### src/rtl/ber_measure_scheduler.sv
// ber_measure_scheduler
//   Runs bit-error-rate measurement windows over the audio (12-bit) and text
//   (8-bit) loopback streams, sharing one error-accumulation path. Each cycle
//   at most one stream is accepted. The accepted stream's differing bits are
//   counted and added to that channel's error total, and its word count
//   advances. The measurement ends once both channels have delivered
//   `window` words.
//
//   Build option: BER_SCHED_FIXED_PRIO_EN
//     defined   -> fixed priority, audio wins whenever both streams request
//     undefined -> round-robin between the two streams
//
// Ports
//   clock, reset            rising-edge clock, async active-high reset
//   start_i, window_i       start pulse (IDLE only) and words per channel
//   a_valid_i/a_ready_o     audio handshake; a_tx_i/a_rx_i the 12-bit word pair
//   t_valid_i/t_ready_o     text handshake;  t_tx_i/t_rx_i the 8-bit word pair
//   busy_o, done_o          busy while not IDLE; done is a 1-cycle end pulse
//   a/t_errors_o            saturating bit-error totals
//   a/t_words_o             words accepted per channel
//   a/t_sat_o               sticky saturation flags (cleared by start)
module ber_measure_scheduler #(
   parameter int CNT_W = 50,
   parameter int WIN_W = 16
) (
   input  logic             clock,
   input  logic             reset,
   input  logic             start_i,
   input  logic [WIN_W-1:0] window_i,
   input  logic             a_valid_i,
   output logic             a_ready_o,
   input  logic [11:0]      a_tx_i,
   input  logic [11:0]      a_rx_i,
   input  logic             t_valid_i,
   output logic             t_ready_o,
   input  logic [7:0]       t_tx_i,
   input  logic [7:0]       t_rx_i,
   output logic             busy_o,
   output logic             done_o,
   output logic [CNT_W-1:0] a_errors_o,
   output logic [CNT_W-1:0] t_errors_o,
   output logic [WIN_W-1:0] a_words_o,
   output logic [WIN_W-1:0] t_words_o,
   output logic             a_sat_o,
   output logic             t_sat_o
);

   localparam int SUM_W = CNT_W + 1;
   localparam logic [WIN_W-1:0] ONE_W = 1;

   typedef enum logic [1:0] {S_IDLE, S_RUN, S_DONE} state_t;

   state_t           state_q;
   logic [WIN_W-1:0] win_q;
   logic [CNT_W-1:0] a_err_q, t_err_q, a_err_d, t_err_d;
   logic [WIN_W-1:0] a_words_q, t_words_q, a_words_d, t_words_d;
   logic             a_sat_q, t_sat_q;
   logic             busy_q, done_q;
`ifndef BER_SCHED_FIXED_PRIO_EN
   logic             last_t_q;   // 1: text was the most recent grant
`endif

   function automatic logic [3:0] popcnt12(input logic [11:0] v);
      logic [3:0] c;
      c = '0;
      for (int i = 0; i < 12; i++) c = c + {3'b000, v[i]};
      return c;
   endfunction

   // ---------------- arbitration ----------------
   logic a_req, t_req, a_gnt, t_gnt, a_xfer, t_xfer;

   // A channel stops requesting once it has its full window of words.
   assign a_req = (state_q == S_RUN) && a_valid_i && (a_words_q < win_q);
   assign t_req = (state_q == S_RUN) && t_valid_i && (t_words_q < win_q);

`ifdef BER_SCHED_FIXED_PRIO_EN
   assign a_gnt = a_req;
   assign t_gnt = t_req && !a_req;
`else
   // On contention the stream not granted most recently wins.
   assign a_gnt = a_req && (!t_req ||  last_t_q);
   assign t_gnt = t_req && (!a_req || !last_t_q);
`endif

   assign a_ready_o = a_gnt;
   assign t_ready_o = t_gnt;
   assign a_xfer    = a_gnt;   // grant implies valid
   assign t_xfer    = t_gnt;

   // ---------------- accumulation ----------------
   logic [SUM_W-1:0] a_sum, t_sum;

   assign a_sum = {1'b0, a_err_q} + SUM_W'(popcnt12(a_tx_i ^ a_rx_i));
   assign t_sum = {1'b0, t_err_q} + SUM_W'(popcnt12({4'h0, t_tx_i ^ t_rx_i}));

   // Carry out of the accumulator width means overflow: clamp to all-ones.
   assign a_err_d   = a_sum[CNT_W] ? '1 : a_sum[CNT_W-1:0];
   assign t_err_d   = t_sum[CNT_W] ? '1 : t_sum[CNT_W-1:0];
   assign a_words_d = a_xfer ? a_words_q + ONE_W : a_words_q;
   assign t_words_d = t_xfer ? t_words_q + ONE_W : t_words_q;

   // ---------------- FSM ----------------
   always_ff @(posedge clock or posedge reset) begin
      if (reset) begin
         state_q   <= S_IDLE;
         win_q     <= '0;
         a_err_q   <= '0;
         t_err_q   <= '0;
         a_words_q <= '0;
         t_words_q <= '0;
         a_sat_q   <= 1'b0;
         t_sat_q   <= 1'b0;
         busy_q    <= 1'b0;
         done_q    <= 1'b0;
`ifndef BER_SCHED_FIXED_PRIO_EN
         last_t_q  <= 1'b1;
`endif
      end else begin
         case (state_q)
            S_IDLE: begin
               if (start_i) begin
                  win_q     <= window_i;
                  a_err_q   <= '0;
                  t_err_q   <= '0;
                  a_words_q <= '0;
                  t_words_q <= '0;
                  a_sat_q   <= 1'b0;
                  t_sat_q   <= 1'b0;
                  busy_q    <= 1'b1;
                  if (window_i == '0) begin
                     state_q <= S_DONE;
                     done_q  <= 1'b1;
                  end else begin
                     state_q <= S_RUN;
                  end
               end
            end
            S_RUN: begin
               if (a_xfer) begin
                  a_err_q   <= a_err_d;
                  a_sat_q   <= a_sat_q | a_sum[CNT_W];
                  a_words_q <= a_words_d;
               end
               if (t_xfer) begin
                  t_err_q   <= t_err_d;
                  t_sat_q   <= t_sat_q | t_sum[CNT_W];
                  t_words_q <= t_words_d;
               end
`ifndef BER_SCHED_FIXED_PRIO_EN
               if (a_xfer || t_xfer) last_t_q <= t_xfer;
`endif
               // Finish on the same edge as the final transfer.
               if ((a_words_d == win_q) && (t_words_d == win_q)) begin
                  state_q <= S_DONE;
                  done_q  <= 1'b1;
               end
            end
            S_DONE: begin
               state_q <= S_IDLE;
               done_q  <= 1'b0;
               busy_q  <= 1'b0;
            end
            default: begin
               state_q <= S_IDLE;
               done_q  <= 1'b0;
               busy_q  <= 1'b0;
            end
         endcase
      end
   end

   assign busy_o     = busy_q;
   assign done_o     = done_q;
   assign a_errors_o = a_err_q;
   assign t_errors_o = t_err_q;
   assign a_words_o  = a_words_q;
   assign t_words_o  = t_words_q;
   assign a_sat_o    = a_sat_q;
   assign t_sat_o    = t_sat_q;

endmodule

### config.mk
export PLATFORM = sky130hd
export DESIGN_NAME = ber_measure_scheduler
export DESIGN_NICKNAME = d
export VERILOG_FILES = /design/src/rtl/ber_measure_scheduler.sv
export SDC_FILE = /design/constraint.sdc
export NUM_CORES = 1
export LEC_CHECK = 0
export BUFFER_PORTS_ARGS = -buffer_cell sky130_fd_sc_hd__buf_2
export CAP_MARGIN = 20
export CORE_ASPECT_RATIO = 0.6
export CORE_MARGIN = 2
export CORE_UTILIZATION = 30
export CTS_CLUSTER_DIAMETER = 60
export DETAILED_ROUTE_END_ITERATION = 10
export SYNTH_ARGS = -nofsm -noshare
export SYNTH_HDL_FRONTEND = slang
export SYNTH_SLANG_ARGS = --single-unit
### constraint.sdc
create_clock -name clock -period 6.3 [get_ports clock]
set_input_delay 1.89 -clock clock [delete_from_list [all_inputs] [get_ports clock]]
set_output_delay 1.89 -clock clock [all_outputs]
set_load 0.02 [all_outputs]
# --- Yosys cells after proc, flatten, opt, wreduce, memory -nomap -nowiden ---
# Index checks and enable logic that the tools add are counted.
word_totals:
  register_bits: 155
  wordCells: 100
  in_bits: 61
  output_inout_bits: 138
classes:
  muxes: 29
  bitwise: 5
  order_cmp: 2
  eq_ne: 8
  n_addsub: 22
  n_reduce_logical: 23
op_table:
  columns: ["cell", "count"]
  rows:
  - ["2-to-1 mux 50 bit", 5]
  - ["case mux 50 bit (2 select lines)", 2]
  - ["adder 50 x 4 -> 51 bit", 2]
  - ["2-to-1 mux 16 bit", 5]
  - ["case mux 16 bit (2 select lines)", 2]
  - ["adder 4 x 1 -> 4 bit", 12]
  - ["adder 16 x 1 -> 16 bit (second input constant)", 2]
  - ["equality test 16 bit", 2]
  - ["< comparator 16 bit", 2]
  - ["zero test 16 bit", 1]
  - ["XOR 12 bit", 1]
  - ["AND reduction 3 bit", 3]
  - ["adder 3 x 1 -> 4 bit", 2]
  - ["!= test 2 bit (second input constant)", 4]
  - ["case mux 1 bit (2 select lines)", 4]
  - ["AND reduction 2 bit", 4]
  - ["XOR 8 bit", 1]
  - ["logical AND 1 bit", 7]
  - ["2-to-1 mux 1 bit", 7]
  - ["adder 2 x 1 -> 3 bit", 2]
  - ["2-to-1 mux 2 bit", 3]
  - ["adder 1 x 1 -> 2 bit", 2]
  - ["case mux 2 bit (2 select lines)", 1]
  - ["zero test 1 bit", 3]
  - ["7 further kinds", 10]

# --- Longest topological paths before layout ---
logic_depth:
  word_depth: 16
  mapped_depth: 19
  depth_no_buf: 18

# --- Worst setup path before layout ---
# No wires, ideal clock.
synth_timing:
  path_kind: "in2reg"
  from: "input a_rx_i[0]"
  to: "register a_err_q[49] (netlist: a_errors_o[49])"
  slack_ns: -0.949
  path_buffers: 1
  t_arrival_ns: 7.150
  stages: 16
  setup_time_ns: 0.099
  required_time_ns: 6.201
  cell_sequence: "xor2_1 fa_1 fa_1 inv_1 fa_1 fa_1 fa_1 fa_1 nand2b_1 a21oi_1 o21ai_0 a2111oi_4 nand2_1 or4_1 clkbuf_1 a311oi_1"
synth_between:
  elab_chain_cells: 16
synth_rtl:
  columns: ["element", "line", "source"]
  rows:
  - ["start: declaration", "33", "input logic [11:0] a_rx_i,"]
  - ["XOR 12 bit", "94", "assign a_sum = {1'b0, a_err_q} + SUM_W'(popcnt12(a_tx_i ^ a_rx_i));"]
  - ["adder 1 x 1 -> 2 bit", "66", "for (int i = 0; i < 12; i++) c = c + {3'b000, v[i]};"]
  - ["adder 2 x 1 -> 3 bit", "66", null]
  - ["adder 3 x 1 -> 4 bit", "66", null]
  - ["adder 4 x 1 -> 4 bit (8 in a row)", "66", null]
  - ["adder 50 x 4 -> 51 bit", "94", null]
  - ["2-to-1 mux 50 bit", "98", "assign a_err_d = a_sum[CNT_W] ? '1 : a_sum[CNT_W-1:0];"]
  - ["2-to-1 mux 50 bit", "140", "if (a_xfer) begin"]
  - ["case mux 50 bit (2 select lines)", "120", "case (state_q)"]
  - ["end signal: assignment", "141", "a_err_q <= a_err_d;"]
  - ["end: declaration", "55", "logic [CNT_W-1:0] a_err_q, t_err_q, a_err_d, t_err_d;"]
# Every way passes these cells. The select of a mux whose other input is x is not followed.
# A chain may end at the register's enable or synchronous reset.

# --- Worst setup path in the final report ---
layout_timing:
  from: "input a_tx_i[2]"
  to: "register a_err_q[38] (netlist: a_errors_o[38])"
layout_between:
  elab_chain_cells: 15
layout_rtl:
  columns: ["element", "line", "source"]
  rows:
  - ["start: declaration", "32", "input logic [11:0] a_tx_i,"]
  - ["XOR 12 bit", "94", null]
  - ["adder 2 x 1 -> 3 bit", "66", null]
  - ["adder 3 x 1 -> 4 bit", "66", null]
  - ["adder 4 x 1 -> 4 bit (8 in a row)", "66", null]
  - ["adder 50 x 4 -> 51 bit", "94", null]
  - ["2-to-1 mux 50 bit", "98", null]
  - ["2-to-1 mux 50 bit", "140", null]
  - ["case mux 50 bit (2 select lines)", "120", null]
# Every way passes these cells. The select of a mux whose other input is x is not followed.

==> impl_metrics.sql <==
INSERT INTO impl_metrics (metric_group, metric, value, unit) VALUES
('place', 'io_buffers', '198', ''),
('routing', 'drt-total-wl', '37300', 'um'),
('logic_synthesis', 'number_of_nets_in_the_synthesized_netlist', '1354', ''),
('routing', 'vias', '10800', ''),
('sta', 'post-route-worst-setup-slack', '-0.189', 'ns'),
('clock_tree', 'cts.path.max_buffers', '2', ''),
('pwr', 'power.total', '4.21', 'mW'),
('logic_synthesis', 'yosys_warning_count', '0', ''),
('cells_and_area', 'finish.net_count', '1582', ''),
('routing', 'wl_per_cell', '19.3', 'um'),
('floorplanning', 'die-area', '0.0364', 'mm^2'),
('routing', 'drt_pass1_iterations', '6', ''),
('status', 'failed_checks', 'negative setup slack', ''),
('floorplanning', 'io_pins', '199', ''),
('sta', 'period_needed', '6.49', 'ns'),
('critical_path', 'crit_type', 'primary input to flip-flop', ''),
('logic_synthesis', 'synth_top_area_share', '36.9', '%'),
('sta', 'timing.final.hold_violations', '0', ''),
('global_route', 'first_pass_grt_wire_length', '57600', 'um'),
('clock_tree', 'cts_root_buf', 'clkbuf_16', ''),
('pwr', 'power.leakage', '6.25', 'nW'),
('routing', 'drcViolationCount', '0', ''),
('routing', 'drt_iter0_markers', '1176', ''),
('logic_synthesis', 'fraction_of_synthesis_flops_using_an_asynchronous_set_or_reset_pin', '100', '%'),
('cells_and_area', 'share_of_final_layout_standard_cells_stronger_than_drive_strength_1', '25.5', '%'),
('logic_synthesis', 'ys_ff_latch', '155', ''),
('sta', 'fmax', '154', 'MHz'),
('floorplanning', 'core_region_area', '0.0340', 'mm^2'),
('pwr', 'pwr_density_cell', '315', 'mW/mm^2'),
('critical_path', 'timing.critical_path.required', '6.64', 'ns'),
('critical_path', 'critPathArrivalTime', '6.83', 'ns'),
('place', 'gp_congestion', '0.921', ''),
('logic_synthesis', 'synth_most_common_cell', 'nand2_1', ''),
('clock_tree', 'holdBufCountCts', '0', ''),
('place', 'place.detailed.hpwl', '27100', 'um'),
('status', 'outcome', 'complete, but fails checks', ''),
('floorplanning', 'floorplan.rows', '52', ''),
('sta', 'timing.final.setup_violations', '26', ''),
('clock_tree', 'cts.clk_slew.worst_paths', '0.07', 'ns'),
('logic_synthesis', 'synth.area.top_cells', 'dfrtp_1, nand2_1, ha_1', ''),
('global_route', 'globalRouteTotalUtil', '20.4', '%'),
('logic_synthesis', 'synth_top_cells_by_count', 'nand2_1, dfrtp_1, o21ai_0, nor2_1, nand3_1', ''),
('global_route', 'grt_pass1_vias', '9976', ''),
('sta', 'timing.slew.headroom', '38.1', '%'),
('routing', 'drtAntennaViolNets', '0', ''),
('sta', 'unrepaired_setup_endpoints_after_global_routing', 'true', ''),
('critical_path', 'crit_fanout', '6', ''),
('logic_synthesis', 'synth-edff-count', '0', ''),
('critical_path', 'kind_of_start_point_of_the_critical_path', 'primary input', ''),
('logic_synthesis', 'ys_seq_area_share', '37.1', '%'),
('job', 'maxCapViolCount', '0', ''),
('logic_synthesis', 'synth_cells', '1233', ''),
('clock_tree', 'worstSkewPairLatency', '0.45', 'ns'),
('global_route', 'grt_overflow', '0', ''),
('critical_path', 'crit_path_end_kind', 'flip-flop', ''),
('logic_synthesis', 'yosys_most_used_dff', 'dfrtp_1', ''),
('logic_synthesis', 'biggest_area_consumer_among_synthesized_cells', 'dfrtp_1', ''),
('hold_path', 'hold_path.class', 'flip-flop to flip-flop', ''),
('global_route', 'antenna_violations_before_repair', '4', ''),
('logic_synthesis', 'netlist_area', '0.0104', 'mm^2'),
('clock_tree', 'cts_h_tree_lvls', '4', ''),
('sta', 'skew', '0.0145', 'ns'),
('clock_tree', 'cts_tree', 'built', ''),
('logic_synthesis', 'synth_cell_type_count', '72', ''),
('floorplanning', 'dieHeight', '149', 'um'),
('clock_tree', 'cts_inserted_buffers', '17', ''),
('sta', 'maxSlewViolCount', '0', ''),
('sta', 'fin_hold_ws', '0.507', 'ns'),
('clock_tree', 'count_of_clock_tree_sinks', '155', ''),
('global_route', 'grt_start_max_net_pins', '83', ''),
('floorplanning', 'initial_utilization', '30.7', '%'),
('routing', 'drt-vias-per-instance', '5.56', ''),
('sta', 'worst_slew_pin_slew', '0.920', 'ns'),
('place', 'pre_cts_ws', '-0.711', 'ns'),
('floorplanning', 'die_width', '245', 'um'),
('sta', 'final_worst_path_cycle_share', '103', '%'),
('cells_and_area', 'syn2layout_area_growth', '27.7', '%'),
('pwr', 'power.ir.vdd_worst', '0.000218', 'V'),
('logic_synthesis', 'synth_area_per_cell', '8.47', 'um^2');
[cell type report]
type                            instances  area, um^2
Antenna cell                            3        7.51
Clock buffer                           18         429
Clock inverter                         12         150
Fill cell                            3451       20700
Inverter                               45         176
Multi-Input combinational cell        972        6480
Sequential cell                       155        3880
Tap cell                              459         574
Timing Repair Buffer                  270        1640
[logic make-up after synthesis]
logic type	synth area share, %
mux	1.58
buf+inv	4.04
xor+xnor	5.20
flops	37.1
compound gates	21.0
fa+ha+maj	8.12
simple gates	22.9
[where the power goes]
group | switching, mW | leakage [nW] | internal (mW)
combinational | 1.02 | 3.88 | 0.812
sequential | 0.205 | 2.09 | 1.10
clock | 0.457 | 0.278 | 0.617
total | 1.68 | 6.25 | 2.53
[placed cells by master, fill, tap and decap left out, types with 26 or more instances in the layout]
cell / count
o211ai_1: 26
nand3_1: 70
dfrtp_1: 154
nand4_1: 37
buf_4: 57
nor3_1: 27
nor2_1: 84
xor2_1: 30
xnor2_1: 30
o21ai_0: 102
and3_1: 30
a21oi_1: 53
inv_1: 42
nand2_1: 153
ha_1: 47
buf_2: 195
[registers in the layout, indices dropped and copies added (netlist names)]
register and cells:
t_words_o 16, busy_o 1, done_o 1, a_sat_o 1, last_t_q 1, a_errors_o 50
win_q 16, t_sat_o 1, state_q 2, t_errors_o 50, a_words_o 16
[through the flow]
step | util [%] | cells | TNS, ns | instance area [um^2]
4_1_cts | 38.1 | 1921 | -1.81 | 13000
5_1_grt | 39.2 | 1933 | -7.65 | 13300
3_5_place_dp | 36.1 | 1883 | -24.76 | 12300
6_report | 39.2 | 1934 | -1.87 | 13300
3_3_place_gp | 36.1 | 1883 | -21.45 | 12300
2_1_floorplan | - | 1233 | -6.45 | 10500
[repair_timing]
action	CTS	global route
resized for setup	11	58
buffers inserted	6	9
gates cloned	2	0
endpoints found under the setup margin	25	55
pin swaps	5	32
hold endpoints to repair	0	0
[worst max-delay path, cell delays in order]
cell and delay [ns]:
buf_6 0.10, xor2_2 0.17, fa_1 0.49, fa_1 0.55, inv_1 0.05, fa_1 0.49, fa_1 0.43, fa_2 0.38
fa_2 0.41, nand2b_4 0.16, a21oi_4 0.16, o21ai_4 0.09, a2111oi_4 0.35, nand2_2 0.11, or4_4 0.53, buf_4 0.19
a311oi_1 0.28
[final timing paths]
check,startpoint,to,slack (ns),cells after the start
max in group asynchronous,reset,a_words_o[8],3.50,3
hold reg to reg,a_errors_o[12],a_errors_o[12],0.51,1
setup reg to reg,a_errors_o[0],a_errors_o[38],1.08,15
min in group asynchronous,reset,a_errors_o[35],1.60,2
setup / recovery,a_tx_i[2],a_errors_o[38],-0.19,17
hold / removal,a_errors_o[12],a_errors_o[12],0.51,1
[metal layers]
layer | wire length [um] | track usage, %
met1 | 17900 | 30.9
met2 | 15500 | 28.0
met3 | 3390 | 5.18
met4 | 615 | 6.01
met5 | 0 | 0
No activity file was read; power rests on OpenSTA's default activity.
